## config.mk

```make
export PLATFORM = sky130hd
export DESIGN_NAME = ifetch_ctrl
export DESIGN_NICKNAME = d
export VERILOG_FILES = /design/src/rtl/ifetch_pkg.sv /design/src/rtl/ifetch_ctrl.sv
export SDC_FILE = /design/constraint.sdc
export NUM_CORES = 1
export LEC_CHECK = 0
export ABC_CLOCK_PERIOD_IN_PS = 4550
export CAP_MARGIN = 20
export CORE_ASPECT_RATIO = 1.4
export CORE_MARGIN = 4
export CORE_UTILIZATION = 40
export DETAILED_ROUTE_END_ITERATION = 8
export PLACE_DENSITY_LB_ADDON = 0.1
export SLEW_MARGIN = 20
export SYNTH_ARGS = -nofsm -noshare
export SYNTH_HDL_FRONTEND = slang
export SYNTH_SLANG_ARGS = --single-unit
```

## constraint.sdc

```tcl
create_clock -name clk -period 4.55 [get_ports clk]
set_input_delay 0.91 -clock clk [delete_from_list [all_inputs] [get_ports clk]]
set_output_delay 0.91 -clock clk [all_outputs]
set_load 0.01 [all_outputs]
```

## src/rtl/ifetch_pkg.sv

```systemverilog
// Shared types and constants for the instruction-fetch controller.
package ifetch_pkg;

    typedef enum logic [1:0] {
        ST_RUN   = 2'd0,
        ST_HALT  = 2'd1,
        ST_FAULT = 2'd2
    } fetch_state_t;

    localparam logic [31:0] OPC_ECALL = 32'h0000_0073;
    localparam logic [31:0] NOP       = 32'h0000_0013;

endpackage

```

## src/rtl/ifetch_ctrl.sv

```systemverilog
// Instruction-fetch controller: PC register, one-entry output register, redirect/fault handling.
// Optional IFETCH_ECALL_HALT_EN: an accepted ECALL parks the fetcher in HALT until a redirect.
module ifetch_ctrl
    import ifetch_pkg::*;
#(
    parameter logic [31:0] RESET_PC  = 32'h0000_0000,
    parameter int          ROM_WORDS = 256
) (
    input  logic        clk,
    input  logic        rst,
    output logic [31:0] rom_addr,
    input  logic [31:0] rom_instr,
    input  logic        redirect_valid,
    input  logic [31:0] redirect_pc,
    output logic        if_valid,
    input  logic        if_ready,
    output logic [31:0] if_instr,
    output logic [31:0] if_pc,
    output logic        halted,
    output logic        fetch_fault
);

    // The ROM is indexed by addr[9:2], so it cannot hold more than 256 words.
    generate
        if (ROM_WORDS < 1 || ROM_WORDS > 256) begin : g_bad_rom_words
            $error("ifetch_ctrl: ROM_WORDS must be in 1..256");
        end
    endgenerate

    fetch_state_t state, state_next;
    logic [31:0]  pc, pc_next;
    logic         valid_next;
    logic [31:0]  instr_next;
    logic [31:0]  out_pc_next;
    logic         accept;
    logic         redirect_bad;

    assign rom_addr     = pc;
    assign accept       = if_valid && if_ready;
    assign redirect_bad = redirect_pc[1:0] != 2'b00;

    always_comb begin
        // NOTE: every signal gets a default first so no path leaves it unassigned (no latches).
        state_next  = state;
        pc_next     = pc;
        valid_next  = if_valid;
        instr_next  = if_instr;
        out_pc_next = if_pc;

        unique case (state)
            ST_RUN, ST_HALT: begin
                if (redirect_valid) begin
                    // A coincident handshake is simply allowed to complete; the flush follows.
                    valid_next = 1'b0;
                    if (redirect_bad) begin
                        state_next = ST_FAULT;
                    end else begin
                        state_next = ST_RUN;
                        pc_next    = redirect_pc;
                    end
                end else if (state == ST_RUN && (!if_valid || if_ready)) begin
`ifdef IFETCH_ECALL_HALT_EN
                    if (accept && if_instr == OPC_ECALL) begin
                        state_next = ST_HALT;
                        valid_next = 1'b0;
                    end else begin
                        valid_next  = 1'b1;
                        instr_next  = rom_instr;
                        out_pc_next = pc;
                        pc_next     = pc + 32'd4;
                    end
`else
                    valid_next  = 1'b1;
                    instr_next  = rom_instr;
                    out_pc_next = pc;
                    pc_next     = pc + 32'd4;
`endif
                end
            end
            ST_FAULT: begin
                valid_next = 1'b0;
            end
            default: begin
                state_next = ST_FAULT;
                valid_next = 1'b0;
            end
        endcase
    end

    always_ff @(posedge clk) begin
        // NOTE: sequential state uses non-blocking assignments so all registers update together.
        if (rst) begin
            state    <= ST_RUN;
            pc       <= RESET_PC;
            if_valid <= 1'b0;
            if_instr <= 32'h0;
            if_pc    <= 32'h0;
        end else begin
            state    <= state_next;
            pc       <= pc_next;
            if_valid <= valid_next;
            if_instr <= instr_next;
            if_pc    <= out_pc_next;
        end
    end

    assign fetch_fault = state == ST_FAULT;
`ifdef IFETCH_ECALL_HALT_EN
    assign halted = state == ST_HALT;
`else
    assign halted = 1'b0;
`endif

endmodule

```

Word level (Yosys, flattened, before mapping)
Index checks and enable logic that the tools add are counted.

storage, ports and cells
  flip-flop bits (word level) = 99
  output and inout bits = 99

cells by class
  add/sub/neg operators = 1
  eq/ne operators = 4
  mux-type cells = 6
  bitwise gates (word level) = 3
  reductions and logical operators = 11

operators by type and width
  cell                   count
  $mux 32                3
  $add 32x3->32 const B  1
  $reduce_and 3->1       2
  $mux 2                 2
  $ne 2x2->1 const B     2
  $pmux 2 s2             1
  $reduce_bool 2->1      2
  $not 1->1              3
  $reduce_or 3->1        1
  $eq 2x1->1 const B     1
  $eq 2x2->1 const B     1
  $logic_not 2->1        1
  $reduce_and 2->1       1
  $reduce_or 2->1        1
  $logic_and 1x1->1      1
  $logic_not 1->1        1
  $logic_or 1x1->1       1

Logic depth before layout (Yosys ltp)
Gate-level depths: netlist of run 1.

  depth after elaboration = 5
  mapped depth = 7
  gate-level depth less buffers = 6

Worst setup path after synthesis of run 1
Ideal clock, no wire load.

  path kind = input to register
  from = input port if_ready
  to = register pc[6], in the netlist rom_addr[6]
  arrival = 2.091 ns
  setup slack = 2.331 ns
  stages = 6
  path buffers = 2
  cell sequence = nand2b_1 > a21oi_1 > clkbuf_1 > clkbuf_1 > a2bb2oi_1 > nor2_1

between the ends
  cells in the longest elaborated chain, start to end = 4

ends and longest elaborated chain
  item                         RTL line            RTL
  start, declared              ifetch_ctrl.sv:16   input logic if_ready,
  $logic_or 1x1->1             ifetch_ctrl.sv:61   end else if (state == ST_RUN && (!if_valid || if_ready)) begin
  $logic_and 1x1->1            ifetch_ctrl.sv:61
  $reduce_bool 2->1 (no line)  n/a
  $reduce_and 3->1 (no line)   n/a
  end signal, assigned         ifetch_ctrl.sv:100  pc <= pc_next;
  end, declared                ifetch_ctrl.sv:31   logic [31:0] pc, pc_next;

No other way between the ends.
A chain may end at the register's enable or synchronous reset.

Worst setup path in the final report of run 1
  from = input port redirect_valid
  to = register pc[24], in the netlist rom_addr[24]

between the ends
  cells in the longest elaborated chain, start to end = 2

ends and longest elaborated chain
  item                                                              RTL line           RTL
  start, declared                                                   ifetch_ctrl.sv:13  input logic redirect_valid,
  $ne 2x2->1 (no line) / $reduce_bool 2->1 (equally long branches)  n/a
  $reduce_and 3->1 (no line)                                        n/a

Several ways; a longest one is shown, not always the timed one.

==> flow_summary_export.csv, run 1 <==
group,metric,value,unit
floorplan,starting_utilization_of_the_core_area,40.7,%
synth,synth-main-ff-cell,"sky130_fd_sc_hd__dfxtp_1",
synth,synth.avg_cell_area,7.70,sq um
setup_path,crit_path_start_kind,"input port",
power,leakage,2.16,nW
finish,area_growth,48.2,%
timing,setup-violations-final,0,
power,p_per_area,327,nW/um^2
setup_path,critical_path_class,"in2reg",
synth,synth.ff_latch_count,98,
cts,clk_path_buf_depth,2,
timing,timing.final.hold_violations,0,
placed_design,detailedPlacementHpwl,9280,um
min_path,hold_path_cells,2,
timing,max_transition_margin,31.0,%
synth,mappedNetlistArea,4210,sq um
cts,clkLatencyLatePin,0.34,ns
finish,layout-drive-gt1-share,5.04,%
setup_path,timing.critical_path.fanout_max,60,
drt,drc_violations_left,0,
timing,unrepaired_setup_endpoints_after_global_routing,"no",
synth,yosysTopAreaCell,"sky130_fd_sc_hd__dfxtp_1",
setup_path,worstPathRequired,4.78,ns
grt,grt.overflow.total,0,
drt,routed_wl,13300,um
drt,vias_per_cell,5.37,
finish,antennaDiodeCount,0,
cts,tritoncts.num_buffers,9,
setup_path,critPathSlowestCell,"sky130_fd_sc_hd__buf_2",
timing,worst_pin_slew,1.04,ns
drt,drt-wirelength-per-cell,16.0,um
floorplan,fp.coreArea,10300,sq um
placed_design,dpl.cell_count,817,
synth,synth.yosys.seq_area_share,46.6,%
setup_path,critical_path_arrival,3.34,ns
cts,path_clk_slew,0.07,ns
setup_path,crit_chain,"buf_2 > nor2_1 > a21oi_2 > buf_4 > nor3_1 > a311o_1",
power,vdd_ir_drop_max,0.000236,V
flow_run,maxcap_violations,0,
finish,non_filler_cells_final,832,
cts,cts_tree,"yes",
setup_path,delay_contributed_by_the_slowest_stage_of_the_critical_path,0.75,ns
grt,grt_max_degree,63,
finish,finish.net_count,759,
setup_path,reg2reg_depth,6,
grt,grt_usage,21.4,%
grt,grt_pass1_wl,20800,um
cts,cts_hold_buf,0,
cts,clockRootBuffer,"sky130_fd_sc_hd__clkbuf_16",
synth,syn-instance-count,547,
synth,area_contributors_post_synth,"sky130_fd_sc_hd__dfxtp_1 (47%), sky130_fd_sc_hd__nand2_1 (14%), sky130_fd_sc_hd__a21oi_1 (10%), sky130_fd_sc_hd__clkbuf_1 (2.9%), sky130_fd_sc_hd__nor2_1 (2.4%)",
min_path,min_path_type,"reg2reg",
synth,post-synth-top-area-fraction,46.6,%
synth,synthesis.yosys.warnings,0,
setup_path,critPathCaptureType,"flip-flop",
floorplan,fp.dieH,129,um
floorplan,die-area,12300,sq um
synth,yosys_cell_types,47,
drt,vias,4465,
cts,post-cts-setup-buffers,0,
placed_design,gp_routability_congestion,0.823,
synth,synth_async_sr_flop_share,0,%
floorplan,floorplan.io_pins,167,
grt,initial_antenna_violation_count,0,
timing,report.final.slew_viol_count,0,
cts,postCtsResizedCells,0,
timing,final.min_clock_period,3.11,ns
cts,cts.sink_count,98,
setup_path,reg2reg_slack,2.20,ns
synth,synth.net_count,616,
cts,h_tree_levels,3,
placed_design,port_buffers,165,
timing,clock.fmax,321,MHz
drt,detailedRoute.firstPassIterationCount,4,
drt,antenna_violating_nets_post_route,0,
run_status,status,"finished clean",
timing,finalClockSkew,0.00493,ns
timing,fin_tns_setup,0,ns
synth,synth-edff-count,0,
floorplan,die_width,94.7,um
drt,detailedRoute.firstIterationViolations,241,
grt,number_of_global_route_vias_before_repair,4201,
floorplan,std_cell_rows,44,
timing,share_of_the_clock_period_used_by_the_worst_path,68.4,%
-- area by class of cell --
type                            count  area [sq um]
Inverter                            5          18.8
Multi-Input combinational cell    404          2080
Sequential cell                    98          1960
Tap cell                          138           173
Clock buffer                       10           229
Fill cell                         970          4110
Clock inverter                      5          80.1
Timing Repair Buffer              172          1700
-- per-stage QoR --
stage | instance area [sq um] | total power [mW] | hold slack [ns] | utilization (%) | worst slack, ns
after floorplan | 4210 | 1.08 | 0.481 | - | 2.33
after global placement | 5930 | 1.25 | 0.441 | 57.3 | 1.22
after detailed placement | 5930 | 1.26 | 0.446 | 57.3 | 1.12
after CTS | 6240 | 2.06 | 0.455 | 60.3 | 1.48
after global routing | 6240 | 2.12 | 0.478 | 60.3 | 1.18
final | 6240 | 2.04 | 0.452 | 60.3 | 1.44
-- cells in the mapped netlist (6+ instances only) --
library cell                 n
sky130_fd_sc_hd__nand4_1     8
sky130_fd_sc_hd__nand2_1   154
sky130_fd_sc_hd__and3_1     13
sky130_fd_sc_hd__nand3_1    11
sky130_fd_sc_hd__nor2_1     27
sky130_fd_sc_hd__dfxtp_1    98
sky130_fd_sc_hd__a21oi_1    86
sky130_fd_sc_hd__clkbuf_1   33
sky130_fd_sc_hd__a31oi_1     7
sky130_fd_sc_hd__o21ai_1    16
sky130_fd_sc_hd__mux2i_1     6
sky130_fd_sc_hd__nor3_1      8
-- sequential cells by signal, indices dropped and copies added (netlist names) --
name and cells:
if_valid 1, state 1, if_instr 32, rom_addr 32, if_pc 32
-- power by group --
| group | leakage, nW | switching, mW | total, mW | internal, mW |
|---|---|---|---|---|
| sequential | 0.798 | 0.0381 | 0.933 | 0.895 |
| clock | 0.145 | 0.327 | 0.805 | 0.478 |
| combinational | 1.21 | 0.148 | 0.303 | 0.155 |
-- critical path, delay by kind of cell --
family                 cells  cell delay (ns)
AO/OA/AOI/OAI              2             1.02
buffers and inverters      2             1.07
AND/OR/NAND/NOR            2             0.32
-- cells by family after synthesis --
kind of cell | Yosys count | share of synthesized area [%]
adders and majority gates | 1 | 0.297
and+or+nand+nor | 245 | 26.5
muxes | 6 | 1.43
AOI/OAI and AO/OA | 151 | 21.0
DFF | 98 | 46.6
other | 1 | 0.0890
buffers and inverters | 45 | 4.13
-- path summary, 6_finish.rpt --
path,from,endpoint
worst min-delay path,if_instr[25],if_instr[25]
worst min register to register,if_instr[25],if_instr[25]
worst max-delay path,redirect_valid,rom_addr[24]
worst max register to register,rom_addr[2],rom_addr[28]
-- per-layer routing --
metal / vias up / GRT usage, % / wire length (um)
met5: - / 0 / 0
met4: 0 / 10.5 / 376
met3: 27 / 4.12 / 899
met2: 164 / 34.3 / 6640
met1: 2068 / 27.4 / 5400
li1: 2206 / - / -
-- cells in the final DEF, fill, tap and decap left out, types with 3 or more instances in the layout --
master / Yosys / layout
sky130_fd_sc_hd__a21oi_1: 86 / 85
sky130_fd_sc_hd__a22oi_1: 4 / 4
sky130_fd_sc_hd__nand4_1: 8 / 8
sky130_fd_sc_hd__and4_1: 4 / 4
sky130_fd_sc_hd__nor4_2: 3 / 3
sky130_fd_sc_hd__inv_1: 3 / 3
sky130_fd_sc_hd__nor4_1: 3 / 3
sky130_fd_sc_hd__dfxtp_1: 98 / 98
sky130_fd_sc_hd__and3_1: 13 / 13
sky130_fd_sc_hd__clkbuf_16: 0 / 9
sky130_fd_sc_hd__mux2i_1: 6 / 6
sky130_fd_sc_hd__o21ai_1: 16 / 16
sky130_fd_sc_hd__or4_1: 5 / 5
sky130_fd_sc_hd__o21ai_0: 3 / 3
sky130_fd_sc_hd__o31ai_1: 3 / 3
sky130_fd_sc_hd__nor2_1: 27 / 27
sky130_fd_sc_hd__a32o_1: 4 / 4
sky130_fd_sc_hd__nand3_1: 11 / 11
sky130_fd_sc_hd__buf_4: 1 / 8
sky130_fd_sc_hd__o22ai_1: 5 / 5
sky130_fd_sc_hd__clkdlybuf4s50_1: 0 / 163
sky130_fd_sc_hd__o211ai_1: 4 / 4
sky130_fd_sc_hd__a31oi_1: 7 / 7
sky130_fd_sc_hd__nor3_1: 8 / 8
sky130_fd_sc_hd__nand2_1: 154 / 153
Power figures use the tool's default switching activity.
==> inputs of run 2 (changes only) <==
--- a/config.mk
+++ b/config.mk
@@ -5,7 +5,7 @@
 export SDC_FILE = /design/constraint.sdc
 export NUM_CORES = 1
 export LEC_CHECK = 0
-export ABC_CLOCK_PERIOD_IN_PS = 4550
+export ABC_CLOCK_PERIOD_IN_PS = 3000
 export CAP_MARGIN = 20
 export CORE_ASPECT_RATIO = 1.4
 export CORE_MARGIN = 4
==> constraint.sdc (replaced) <==
create_clock -name clk -period 3 [get_ports clk]
set_input_delay 0.6 -clock clk [delete_from_list [all_inputs] [get_ports clk]]
set_output_delay 0.6 -clock clk [all_outputs]
set_load 0.01 [all_outputs]
==> run 2 against run 1 <==
Die area is the same. Global-route usage grew 0.33 points. Hold slack gained 0.00062 ns. Clock skew grew 0.0015 ns. Sequential power grew 52%. Critical endpoint is now rom_addr[29]. Largest cell class unchanged.
==> flow_summary_export.csv, run 2 (same netlist as run 1, synthesis figures left out) <==
group,metric,value,unit
cts,clockRootBuffer,"sky130_fd_sc_hd__clkbuf_16",
min_path,holdPathEnd,"if_instr[10]",
finish,most-common-layout-cells,"sky130_fd_sc_hd__clkdlybuf4s50_1 (163), sky130_fd_sc_hd__nand2_1 (153), sky130_fd_sc_hd__dfxtp_1 (98), sky130_fd_sc_hd__a21oi_1 (85), sky130_fd_sc_hd__nor2_1 (27)",
timing,max_transition_margin,53.2,%
cts,cts_hold_buf,0,
finish,layout_commonest_cell,"sky130_fd_sc_hd__clkdlybuf4s50_1",
cts,clk_path_buf_depth,2,
placed_design,post_dp_cell_area,6000,sq um
setup_path,critical_path.reg2reg.endpoint,"rom_addr[29]",
run_status,status,"finished clean",
min_path,min_path_type,"reg2reg",
finish,layout.core_utilization,60.8,%
timing,timing.hold.ws,0.453,ns
grt,grt_pass1_wl,20900,um
grt,grt_usage,21.7,%
finish,layout-drive-gt1-share,5.86,%
timing,setup-violations-final,0,
cts,clkLatencyLatePin,0.34,ns
placed_design,placement.setup.worst_slack,0.574,ns
finish,area_growth,49.4,%
drt,antenna_violating_nets_post_route,0,
drt,detailedRoute.firstPassIterationCount,6,
floorplan,floorplan.io_pins,167,
cts,cts.sink_count,98,
cts,postCtsResizedCells,0,
timing,share_of_the_clock_period_used_by_the_worst_path,78.8,%
setup_path,worstPathRequired,3.26,ns
timing,setup_slack,0.636,ns
cts,path_clk_slew,0.06,ns
flow_run,maxcap_violations,0,
cts,h_tree_levels,3,
power,total_switching_power,779,uW
min_path,min-delay-start,"if_instr[10]",
setup_path,critical_path_class,"reg2reg",
timing,fin_tns_setup,0,ns
drt,detailedRoute.firstIterationViolations,267,
finish,finish.net_count,764,
power,netSwitchingFraction,25.6,%
finish,final_design_area_no_fill,6290,sq um
finish,antennaDiodeCount,0,
power,clkPwrFrac,38.1,%
setup_path,critPathCaptureType,"flip-flop",
floorplan,die_width,94.7,um
min_path,hold_path_cells,2,
timing,finalClockSkew,0.00644,ns
grt,grt_max_degree,62,
setup_path,crit_path_start_kind,"flip-flop",
cts,tritoncts.num_buffers,9,
floorplan,fp.dieH,129,um
drt,drc_violations_left,0,
cts,cts_tree,"yes",
timing,clock.fmax,423,MHz
finish,multi_input_area,2080,sq um
placed_design,gp_routability_congestion,0.855,
power,leakage,2.20,nW
setup_path,reg2reg_depth,5,
drt,routed_wl,13500,um
power,vdd_ir_drop_max,0.000303,V
placed_design,detailedPlacementHpwl,9440,um
drt,vias_per_cell,5.40,
floorplan,std_cell_rows,44,
timing,worst_pin_slew,0.696,ns
setup_path,timing.critical_path.fanout_max,8,
floorplan,starting_utilization_of_the_core_area,40.7,%
setup_path,critical_path.reg2reg.startpoint,"rom_addr[17]",
cts,post-cts-setup-buffers,0,
setup_path,critical_path_arrival,2.63,ns
drt,drt-wirelength-per-cell,16.1,um
power,internal_power,2.27,mW
timing,timing.final.hold_violations,0,
timing,unrepaired_setup_endpoints_after_global_routing,"no",
timing,final.min_clock_period,2.36,ns
setup_path,reg2reg_slack,0.64,ns
power,seq_power_share,46.5,%
finish,layout.filler_cells,993,
finish,regArea,1960,sq um
power,p_per_area,484,nW/um^2
drt,vias,4522,
placed_design,port_buffers,165,
grt,initial_antenna_violation_count,0,
grt,grt.overflow.total,0,
floorplan,die-area,12300,sq um
power,combPwrFrac,15.4,%
timing,report.final.slew_viol_count,0,
floorplan,fp.coreArea,10300,sq um
grt,number_of_global_route_vias_before_repair,4133,
## run 2: layer usage
metal  part of all wire (%)  track usage (%)  vias to the layer above
met5                      0                0                        -
met4                    2.2             9.01                        0
met3                    6.6             3.25                       27
met2                     51             36.7                      173
met1                     40             27.4                     2113
li1                       -                -                     2209
## run 2: cell type report
cell class / instances / share of cell area (%)
Multi-Input combinational cell: 404 / 33.1
Tap cell: 138 / 2.74
Sequential cell: 98 / 31.2
Clock buffer: 11 / 3.86
Inverter: 5 / 0.298
Timing Repair Buffer: 177 / 28.0
Clock inverter: 5 / 0.855
## run 2: worst max path at each step
stage | from | endpoint | slack [ns]
2_1_floorplan | rom_addr[2] | rom_addr[18] | 1.00
3_3_place_gp | redirect_pc[1] | rom_addr[31] | 0.60
3_5_place_dp | redirect_pc[1] | rom_addr[31] | 0.57
4_1_cts | rom_addr[17] | rom_addr[23] | 0.67
5_1_grt | rom_addr[16] | rom_addr[23] | 0.50
6_report | rom_addr[17] | rom_addr[29] | 0.64
## run 2: power groups by stage
stage | sequential [mW] | clock (mW) | combinational (mW)
6_report | 1.42 | 1.16 | 0.469
5_1_grt | 1.42 | 1.23 | 0.513
3_3_place_gp | 1.44 | 0 | 0.464
2_1_floorplan | 1.46 | 0 | 0.186
3_5_place_dp | 1.44 | 0 | 0.474
4_1_cts | 1.41 | 1.19 | 0.476
## run 2: critical path, cell delays in order, from the launching register on
cell,delay [ns]
sky130_fd_sc_hd__dfxtp_1,0.48
sky130_fd_sc_hd__nand4_1,0.32
sky130_fd_sc_hd__nor4_2,0.73
sky130_fd_sc_hd__nand4_1,0.22
sky130_fd_sc_hd__or4_1,0.44
sky130_fd_sc_hd__o211ai_1,0.10
## run 2: through the flow
step / cells / total power, mW
floorplan: 547 / 1.64
global placement: 822 / 1.91
detailed placement: 822 / 1.92
CTS: 838 / 3.08
global route: 838 / 3.17
finish: 838 / 3.05
